File: config.mk
export PLATFORM = sky130hd
export DESIGN_NAME = gate_sweep_ctrl
export DESIGN_NICKNAME = d
export VERILOG_FILES = /design/src/rtl/gate_sweep_ctrl.sv
export SDC_FILE = /design/constraint.sdc
export NUM_CORES = 1
export LEC_CHECK = 0
export BUFFER_PORTS_ARGS = -buffer_cell sky130_fd_sc_hd__buf_2
export CORE_MARGIN = 1.5
export CORE_UTILIZATION = 45
export DETAILED_ROUTE_END_ITERATION = 8
export GPL_TIMING_DRIVEN = 0
export PLACE_DENSITY = 0.64
export REMOVE_ABC_BUFFERS = 1
export SYNTH_ARGS = -nofsm -noshare
export SYNTH_HDL_FRONTEND = slang
export SYNTH_SLANG_ARGS = --single-unit
File: constraint.sdc
create_clock -name clk -period 2.5 [get_ports clk]
set_input_delay 0.25 -clock clk [delete_from_list [all_inputs] [get_ports clk]]
set_output_delay 0.25 -clock clk [all_outputs]
set_load 0.02 [all_outputs]
File: src/rtl/gate_sweep_ctrl.sv
// Exhaustive truth-table sweep of a small gate: drive every input vector, hold SETTLE+1 cycles, sample Y, compare.
// Optional SWEEP_GRAY_EN: drive vectors in Gray-code order (single-bit toggles), results still indexed by binary value.
module gate_sweep_ctrl #(
  parameter int N_IN   = 2,
  parameter int SETTLE = 1
) (
  input  logic                      clk,
  input  logic                      rst_n,
  input  logic                      start,
  input  logic [(1 << N_IN) - 1:0]  expected,
  output logic [N_IN - 1:0]         dut_in,
  input  logic                      dut_out,
  output logic                      busy,
  output logic                      done,
  output logic                      pass,
  output logic [(1 << N_IN) - 1:0]  captured,
  output logic [N_IN:0]             mismatch_cnt
);

  localparam int TT_W = 1 << N_IN;
  localparam logic [3:0] SETTLE_V = 4'(SETTLE);
  localparam logic [N_IN:0] IDX_LAST = (N_IN + 1)'(TT_W - 1);

  typedef enum logic [1:0] {IDLE, HOLD, CHECK, REPORT} state_t;

  state_t            state_q, state_d;
  logic [N_IN:0]     idx_q, idx_d;
  logic [3:0]        scnt_q, scnt_d;
  logic [TT_W-1:0]   exp_q, exp_d;
  logic [TT_W-1:0]   cap_q, cap_d;
  logic              pass_q, pass_d;
  logic [N_IN:0]     mm_q, mm_d;
  logic [N_IN-1:0]   dut_in_q, dut_in_d;

  logic [N_IN-1:0]   nxt_bin;
  logic [N_IN-1:0]   nxt_vec;
  logic [TT_W-1:0]   diff;
  logic [N_IN:0]     pcnt;

  always_comb begin
    nxt_bin = idx_q[N_IN-1:0] + N_IN'(1);
`ifdef SWEEP_GRAY_EN
    nxt_vec = nxt_bin ^ (nxt_bin >> 1);
`else
    nxt_vec = nxt_bin;
`endif
  end

  always_comb begin
    diff = cap_q ^ exp_q;
    pcnt = '0;
    for (int i = 0; i < TT_W; i++) begin
      pcnt = pcnt + (N_IN + 1)'(diff[i]);
    end
  end

  always_comb begin
    state_d  = state_q;
    idx_d    = idx_q;
    scnt_d   = scnt_q;
    exp_d    = exp_q;
    cap_d    = cap_q;
    pass_d   = pass_q;
    mm_d     = mm_q;
    dut_in_d = dut_in_q;
    case (state_q)
      IDLE: begin
        if (start) begin
          exp_d    = expected;
          idx_d    = '0;
          dut_in_d = '0;
          scnt_d   = SETTLE_V;
          cap_d    = '0;
          pass_d   = 1'b0;
          mm_d     = '0;
          state_d  = HOLD;
        end
      end
      HOLD: begin
        if (scnt_q != 4'd0) begin
          scnt_d = scnt_q - 4'd1;
        end else begin
          // The driven vector is the binary index of its table entry in either order.
          cap_d[dut_in_q] = dut_out;
          if (idx_q == IDX_LAST) begin
            state_d = CHECK;
          end else begin
            idx_d    = idx_q + (N_IN + 1)'(1);
            dut_in_d = nxt_vec;
            scnt_d   = SETTLE_V;
          end
        end
      end
      CHECK: begin
        mm_d    = pcnt;
        pass_d  = (pcnt == '0);
        state_d = REPORT;
      end
      REPORT: begin
        state_d = IDLE;
      end
      default: state_d = IDLE;
    endcase
  end

  always_ff @(posedge clk or negedge rst_n) begin
    if (!rst_n) begin
      state_q  <= IDLE;
      idx_q    <= '0;
      scnt_q   <= '0;
      exp_q    <= '0;
      cap_q    <= '0;
      pass_q   <= 1'b0;
      mm_q     <= '0;
      dut_in_q <= '0;
    end else begin
      state_q  <= state_d;
      idx_q    <= idx_d;
      scnt_q   <= scnt_d;
      exp_q    <= exp_d;
      cap_q    <= cap_d;
      pass_q   <= pass_d;
      mm_q     <= mm_d;
      dut_in_q <= dut_in_d;
    end
  end

  assign dut_in       = dut_in_q;
  assign busy         = (state_q != IDLE);
  assign done         = (state_q == REPORT);
  assign pass         = pass_q;
  assign captured     = cap_q;
  assign mismatch_cnt = mm_q;

endmodule

==> results.cfg, run 1 <==
[floorplanning]
die_w_um = 58.38
die_h_um = 58.38
rows = 19
dieArea_um2 = 3408
io_pins = 20
coreArea_um2 = 2829
start_util_pct = 48.78

[worst_setup_path]
setup.worst_path.end_class = flop
cpPeakStageDelay_ns = 0.50
critPathLaunchType = flop
path_max_fanout = 3
timing.rr.end = pass
r2r-start = captured[0]
cpMostUsedCell = ha_1
regToRegSetupSlack_ns = 0.20
reg2reg_depth = 7
crit_arrival_ns = 2.55
crit_path_cell_trace = xor2_1 > fa_1 > ha_1 > ha_1 > nor4b_1 > a22oi_1 > o21ai_1
crit_required_ns = 2.74
slowest_stage = fa_1
path_class = reg2reg

[timing]
finalCritPeriodShare_pct = 92.08
max_freq_mhz = 434.4
slew_headroom_pct = 56.34
worst_pin_slew_ns = 0.6535
finalCriticalPeriod_ns = 2.302
fin_setup_tns_ns = 0
slew_viol_final = 0
final_hold_viol_count = 0
rsz0062_at_grt = false
skew_ns = 0.002621
setup_viol = 0

[pwr]
leakagePower_uw = 0.0007474
power_density_nw_per_um2 = 1207
ir_worst_vdd_uv = 480.4

[routing]
first_iter_violations = 42
drt_wl_total_um = 2740
wl_per_cell_um = 15.39
vias = 1010
route.detailed.drc = 0
firstDrtPassIters = 4
vias_per_cell = 5.674
ant_nets = 0

[cts]
cts_tree = done
clkSinkCount = 21
cts.htree.levels = 1
clk_pin_slew_ns = 0.12
cts-buffers-inserted = 3
root_buffer = clkbuf_4
clock_path_buffers = 2
clk-insertion-delay-late_ns = 0.31

[hold_path]
hold_end = exp_q[2]
hold_path_class = in2reg
hold_path_depth = 2
worstHoldStart = expected[2]

[global_route]
grt_pass1_wl_um = 4671
antenna_found_initial = 0
overflow = 0
grt_max_degree = 22
grt_pass1_vias = 1000
track_usage_pct = 17.63

[logic_synthesis]
ys.flop_type = dfrtp_1
synth_seq_area_share_pct = 38.08
synth_area_per_cell_um2 = 10.53
postSynthCellCount = 131
yosysUniqueCellTypes = 42
ys_warn_count = 0
netlist_area_um2 = 1380
async_flop_share_pct = 100.0
synth-edff-count = 0
ys_ff_latch = 21

[placed_design]
placed_area_um2 = 1471
place_congestion = 0.8594
dp_hpwl_um = 1995
portBuffers = 19

[cells_and_area]
drive_above_1_share_pct = 21.77
area_delta_synth_final_pct = 9.248
final_area_um2 = 1508
final_common_cell = dfrtp_1
antennaDiodeCount = 0
layout.nets = 170
layout_common_cells = dfrtp_1, buf_2, ha_1, inv_1

[flow_run]
drv_cap = 0

[status]
status = finished, final reports clean
-- cell families (layout without fill, tap and decap cells) --
kind of cell | count (synthesis) | count (layout) | share of synthesized area (%)
buffers and inverters | 19 | 35 | 6.074
adder cells (fa/ha/maj) | 14 | 14 | 13.24
multiplexers | 14 | 14 | 10.70
AO/OA/AOI/OAI | 28 | 28 | 15.41
AND/OR/NAND/NOR | 31 | 31 | 13.96
XOR/XNOR | 4 | 4 | 2.538
flip-flops | 21 | 21 | 38.08
-- cell type report --
| class | count | area (µm²) |
|---|---|---|
| clock buffers | 4 | 26.28 |
| fillers | 268 | 1321 |
| inverters | 11 | 41.29 |
| multi-input cells | 91 | 770.7 |
| flip-flops and latches | 21 | 525.5 |
| well taps | 31 | 38.79 |
| repair buffers | 20 | 105.1 |
-- worst max-delay path, delay by kind of cell (launching register included) --
family	cells	cell delay, ns
and+or+nand+nor	1	0.40
AOI/OAI and AO/OA	2	0.22
DFF	1	0.43
xor gates and xnor gates	1	0.17
adders and majority gates	3	1.03
-- where the power goes --
group | internal [µW] | leakage, µW | switching, µW
combinational | 467 | 0.000464 | 604
clock | 62.3 | 0.0000150 | 108
sequential | 468 | 0.000269 | 110
-- per-layer routing --
layer  up-vias  track usage, %  wire length, µm
met2        17           29.21             1307
met4         0           2.658               19
met1       480           23.70             1318
met3         2           4.615               96
met5         -               0                0
li1        511               -                -
-- how the worst max path moves through the flow --
stage           startpoint    to  cells past startpoint  slack [ns]
2_1_floorplan  captured[0]  pass                      7        0.27
3_3_place_gp      exp_q[0]  pass                      7        0.26
3_5_place_dp      exp_q[1]  pass                      7        0.23
4_1_cts        captured[0]  pass                      7        0.19
5_1_grt        captured[0]  pass                      7        0.07
6_report       captured[0]  pass                      7        0.20
-- cell usage after synthesis, drive strengths merged, types with 2 or more instances --
| cell | count | area share, % |
|---|---|---|
| nor2 | 2 | 0.54 |
| mux2i | 8 | 5.8 |
| a32oi | 4 | 2.5 |
| nor2b | 2 | 0.91 |
| mux2 | 6 | 4.9 |
| inv | 11 | 3.0 |
| ha | 13 | 12 |
| dfrtp | 21 | 38 |
| a211o | 2 | 1.3 |
| o21ai | 6 | 2.2 |
| nand2b | 2 | 0.91 |
| buf | 6 | 2.5 |
| nand2 | 8 | 2.2 |
| clkbuf | 2 | 0.54 |
| nor4b | 2 | 1.3 |
| and3 | 2 | 0.91 |
| nor4 | 2 | 0.91 |
| xor2 | 4 | 2.5 |
| and4bb | 2 | 1.8 |
| o211ai | 5 | 2.7 |
| a21oi | 2 | 0.73 |
-- registers in the layout, summed over array words and instances (netlist names) --
| signal | flops |
|---|---|
| idx_q | 3 |
| mismatch_cnt | 3 |
| state_q | 2 |
| captured | 4 |
| pass | 1 |
| exp_q | 4 |
| scnt_q | 4 |
-- per-stage QoR --
stage               power (µW)  hold WS (ns)  instances  util (%)  worst slack [ns]
finish                    1819        0.1636        178     53.30            0.1979
global route              1995        0.1572        178     53.30           0.07232
CTS                       1843        0.1550        178     53.30            0.1879
detailed placement        1661        0.2486        173     52.01            0.2274
global placement          1619        0.2373        173     52.01            0.2603
floorplan                 1386      -0.04559        123         -            0.2742
-- repair_timing --
| item | 4_1_cts | 5_1_grt |
|---|---|---|
| endpoints found under the hold margin | 21 | 0 |
| hold buffers | 1 | 0 |
| setup buffers | 0 | 0 |
| resized for setup | 0 | 0 |
(Power assumes the default switching activity.)
==> run 2: changes to the inputs <==
--- a/config.mk
+++ b/config.mk
@@ -8,7 +8,9 @@
 export BUFFER_PORTS_ARGS = -buffer_cell sky130_fd_sc_hd__buf_2
+export CELL_PAD_IN_SITES_DETAIL_PLACEMENT = 1
+export CELL_PAD_IN_SITES_GLOBAL_PLACEMENT = 1
 export CORE_MARGIN = 1.5
-export CORE_UTILIZATION = 45
+export CORE_UTILIZATION = 44
 export DETAILED_ROUTE_END_ITERATION = 8
 export GPL_TIMING_DRIVEN = 0
-export PLACE_DENSITY = 0.64
+export PLACE_DENSITY = 0.77
 export REMOVE_ABC_BUFFERS = 1
==> constraint.sdc (replaced) <==
create_clock -name clk -period 2.5 [get_ports clk]
set_input_delay 0.375 -clock clk [delete_from_list [all_inputs] [get_ports clk]]
set_output_delay 0.375 -clock clk [all_outputs]
set_load 0.02 [all_outputs]
==> run 2 against run 1 <==
Sequential power is essentially flat. Sequential cell count is the same. Global-route usage grew 2.6 points. Routed wire length grew 9.6%. Die area grew 2.2%. Final area grew 0.41%. Via count grew 1.9%. Highest routed layer unchanged. Largest power group unchanged. Setup slack lost 0.047 ns. Core utilization shrank 3.3 points. Clock skew grew 0.0078 ns. Critical path depth is the same.
==> results.cfg, run 2 (synthesis gave the netlist of run 1 again) <==
[cts]
clk-insertion-delay-late_ns = 0.31
clk_pin_slew_ns = 0.13
cts-buffers-inserted = 3
root_buffer = clkbuf_4
clock_path_buffers = 2
cts_tree = done
postCtsResizedCells = 0
cts_hold_buf = 0
cts.htree.levels = 1
cts_setup_buffers = 0
clkSinkCount = 21

[cells_and_area]
drive_above_1_share_pct = 21.92
layout_common_cells = dfrtp_1, buf_2, ha_1, inv_1
final_common_cell = dfrtp_1
area_delta_synth_final_pct = 9.701
antennaDiodeCount = 0
layout.nets = 169
stdcell_count = 190

[worst_setup_path]
critPathLaunchType = flop
slowest_stage = fa_1
crit_arrival_ns = 2.60
path_class = reg2reg
crit_path_cell_trace = xor2_1 > fa_1 > ha_1 > ha_1 > nor4b_1 > a22oi_1 > o21ai_1
worst-path-buf-inv = 0
crit_family = adder cells
crit_required_ns = 2.75
path_max_fanout = 3
setup.worst_path.end_class = flop
cpMostUsedCell = ha_1
regToRegSetupSlack_ns = 0.15
cpPeakStageDelay_ns = 0.49

[routing]
drt_wl_total_um = 3003
firstDrtPassIters = 4
first_iter_violations = 35
vias_per_cell = 5.416
wl_per_cell_um = 15.81
vias = 1029
ant_nets = 0
route.detailed.drc = 0

[timing]
finalCriticalPeriod_ns = 2.350
final_hold_viol_count = 0
setup_viol = 0
finalCritPeriodShare_pct = 93.98
rsz0062_at_grt = false
worst_pin_slew_ns = 0.6621
max_freq_mhz = 425.6
slew_headroom_pct = 55.77
fin_setup_tns_ns = 0
skew_ns = 0.01046
slew_viol_final = 0

[global_route]
grt_pass1_vias = 1142
grt_pass1_wl_um = 5292
overflow = 0
grt_max_degree = 22
track_usage_pct = 20.27
antenna_found_initial = 0

[floorplanning]
dieArea_um2 = 3482
die_w_um = 59.01
die_h_um = 59.01
io_pins = 20
coreArea_um2 = 3028
start_util_pct = 45.58
rows = 20

[hold_path]
hold_path_class = in2async

[placed_design]
place_congestion = 0.7755
dp_hpwl_um = 2307
portBuffers = 19
place_inst = 186

[status]
status = finished, final reports clean

[pwr]
ir_worst_vdd_uv = 396.1
leakagePower_uw = 0.0007432
power_density_nw_per_um2 = 1229

[flow_run]
drv_cap = 0
run 2: cell types whose count changed in the layout (fill, tap and decap cells not counted), sizes merged:
cell / change
dlygate4sd3: -1
run 2: cell type report:
cell class	instances	area [µm²]
sequential	21	525.5
timing repair buffer	19	95.09
tap	44	55.05
multi-input combinational	91	770.7
clock buffer	4	26.28
inverter	11	41.29
fill	341	1514
run 2: worst paths after layout:
| check | startpoint | endpoint | depth (start not counted) |
|---|---|---|---|
| max reg2reg | captured[0] | pass | 7 |
| max in group asynchronous | rst_n | captured[2] | 1 |
| max | captured[0] | pass | 7 |
| min | rst_n | pass | 1 |
| min reg2reg | idx_q[2] | idx_q[2] | 1 |
| min in group clk | expected[2] | exp_q[2] | 2 |
run 2: stage by stage:
stage	setup WS, ns	cell area (µm²)	power [µW]	utilization (%)	hold slack, ns
final	0.1504	1514	1861	50.00	0.0009875
after global routing	0.01229	1514	2044	50.00	0.04521
after CTS	0.1132	1514	1893	50.00	0.01983
after detailed placement	0.1412	1488	1716	49.13	0.3705
after global placement	0.2278	1488	1618	49.13	0.3604
after floorplan	0.2742	1338	1386	-	0.07941
run 2: worst register-to-register path, delay by kind of cell, from the launching register on:
family,cells,cell delay [ns]
adder cells (fa/ha/maj),3,1.03
AND/OR/NAND/NOR,1,0.44
flip-flops,1,0.43
AO/OA/AOI/OAI,2,0.22
XOR/XNOR,1,0.18
run 2: per-layer routing:
metal	GRT usage (%)	vias to the layer above	share of wire, %
li1	-	504	-
met1	24.48	506	43
met2	37.30	15	54
met3	2.620	4	2.2
met4	5.844	0	1.3
met5	0	-	0
run 2: power by group:
group	switching, µW	internal, µW	leakage [µW]	total [µW]
registers	113	468	0.000269	580
logic	638	473	0.000460	1110
clock network	108	62.3	0.0000150	171
total	859	1000	0.000743	1860
==> run 3: changes to the inputs <==
- PLACE_DENSITY: 0.77 -> not set
- PLACE_DENSITY_LB_ADDON: not set -> 0.1
==> run 3 against run 2 <==
Sequential power about the same. Worst hold slack improved by 0.012 ns. Count of clock-buffer cells in the layout decreased by 1. Cell count unchanged. Final area increased by 0.50%. Routed wire length about the same. First-iteration DRC count decreased by 37%. Setup slack improved by 0.086 ns. Clock skew decreased by 0.0056 ns. Sequential cell count unchanged. Combinational power about the same.
==> results.cfg, run 3 (synthesis gave the netlist of run 1 again) <==
[global_route]
grt_pass1_vias = 1131
antenna_found_initial = 0
grt_max_degree = 22
track_usage_pct = 20.06
grt_pass1_wl_um = 5292
overflow = 0

[worst_setup_path]
path_class = reg2reg
setup.worst_path.end_class = flop
cpPeakStageDelay_ns = 0.46
crit_required_ns = 2.73
critPathLaunchType = flop
crit_family = adder cells
cpMostUsedCell = ha_1
worst-path-buf-inv = 0
crit_path_cell_trace = xor2_1 > fa_1 > ha_1 > ha_1 > nor4b_2 > a22oi_1 > o21ai_1
path_max_fanout = 3
slowest_stage = fa_1
crit_arrival_ns = 2.50

[cells_and_area]
n_fill_cell = 342
stdcell_count = 190
final_common_cell = dfrtp_1
drive_above_1_share_pct = 23.29
antennaDiodeCount = 0
area_delta_synth_final_pct = 10.24
layout.nets = 169
layout_common_cells = dfrtp_1, buf_2, ha_1, inv_1

[placed_design]
place_congestion = 0.8027
place_inst = 186
dp_hpwl_um = 2261
portBuffers = 19
place_ws_ns = 0.1460

[floorplanning]
die_h_um = 59.01
coreArea_um2 = 3028
rows = 20
dieArea_um2 = 3482
start_util_pct = 45.58
io_pins = 20
die_w_um = 59.01

[timing]
max_freq_mhz = 441.8
finalCritPeriodShare_pct = 90.53
final_hold_viol_count = 0
worst_pin_slew_ns = 0.6615
finalCriticalPeriod_ns = 2.263
slew_viol_final = 0
fin_setup_tns_ns = 0
skew_ns = 0.004896
finalWorstSetupSlack_ns = 0.2367
slew_headroom_pct = 55.81
setup_viol = 0
rsz0062_at_grt = false

[routing]
route.detailed.drc = 0
wl_per_cell_um = 15.81
wl_met3_um = 58
firstDrtPassIters = 4
ant_nets = 0
vias_per_cell = 5.521
wl_met2_um = 1517
drt_wl_total_um = 3004
highest_layer = met4
first_iter_violations = 22
vias = 1049
met1_length_um = 1403

[cts]
clock_path_buffers = 2
cts.htree.levels = 1
cts_hold_buf = 0
cts_tree = done
clk-insertion-delay-late_ns = 0.30
cts-buffers-inserted = 3
clk_pin_slew_ns = 0.13
root_buffer = clkbuf_4
clkSinkCount = 21

[pwr]
pwr-share-clk_pct = 9.0
power_switching_uw = 855.2
seqPwrFrac_pct = 31.2
power_frac_comb_pct = 59.8
ir_worst_vdd_uv = 402.4
leakagePower_uw = 0.0007471
power_density_nw_per_um2 = 1223
internal-power_uw = 1005
power_uw = 1860
sw_frac_of_total_pct = 45.97

[hold_path]
hold_path_class = in2async

[status]
status = finished, final reports clean

[flow_run]
drv_cap = 0
[run 3: changes by cell type in the layout (fill, tap and decap cells not counted), sizes merged]
cell    delta
clkbuf     -1
clkinv     +1
[run 3: cell type report]
type                       instances  area [µm²]  area share [%]
clock buffer                       3       22.52           1.480
inverter                          11       41.29           2.714
clock inverter                     1       5.005          0.3289
sequential                        21       525.5           34.54
multi-input combinational         91       777.0           51.07
tap                               44       55.05           3.618
timing repair buffer              19       95.09           6.250
[run 3: per-layer routing]
layer	global-route usage, %	up-vias
li1	-	504
met1	26.43	529
met2	34.29	14
met3	2.620	2
met4	6.169	0
met5	0	-
[run 3: stage by stage]
stage          area (µm²)  hold slack [ns]  util [%]
6_report             1521          0.01329     50.25
5_1_grt              1521          0.03441     50.25
4_1_cts              1515          0.01745     50.04
3_5_place_dp         1488           0.3648     49.13
3_3_place_gp         1488           0.3637     49.13
2_1_floorplan        1338          0.07941         -
[run 3: timing repair]
item / CTS / global route
hold endpoints to repair: 0 / 0
setup endpoints to repair: 0 / 1
setup buffers: 0 / 0
resized for setup: 0 / 1
[run 3: final timing paths]
check / from / endpoint / slack [ns] / cells past startpoint
worst max register to register: captured[1] / pass / 0.24 / 7
worst min register to register: idx_q[2] / idx_q[2] / 0.52 / 1
min in group clk: expected[0] / exp_q[0] / 0.29 / 2
max in group asynchronous: rst_n / scnt_q[1] / 2.16 / 1
worst max-delay path: captured[1] / pass / 0.24 / 7
worst min-delay path: rst_n / exp_q[0] / 0.01 / 1
[run 3: power groups by stage]
stage | registers, µW | logic [µW] | clock network, µW
final | 580 | 1110 | 168
after global placement | 573 | 1050 | 0
after floorplan | 618 | 767 | 0
after detailed placement | 590 | 1100 | 0
after global routing | 598 | 1270 | 194
after CTS | 582 | 1100 | 177
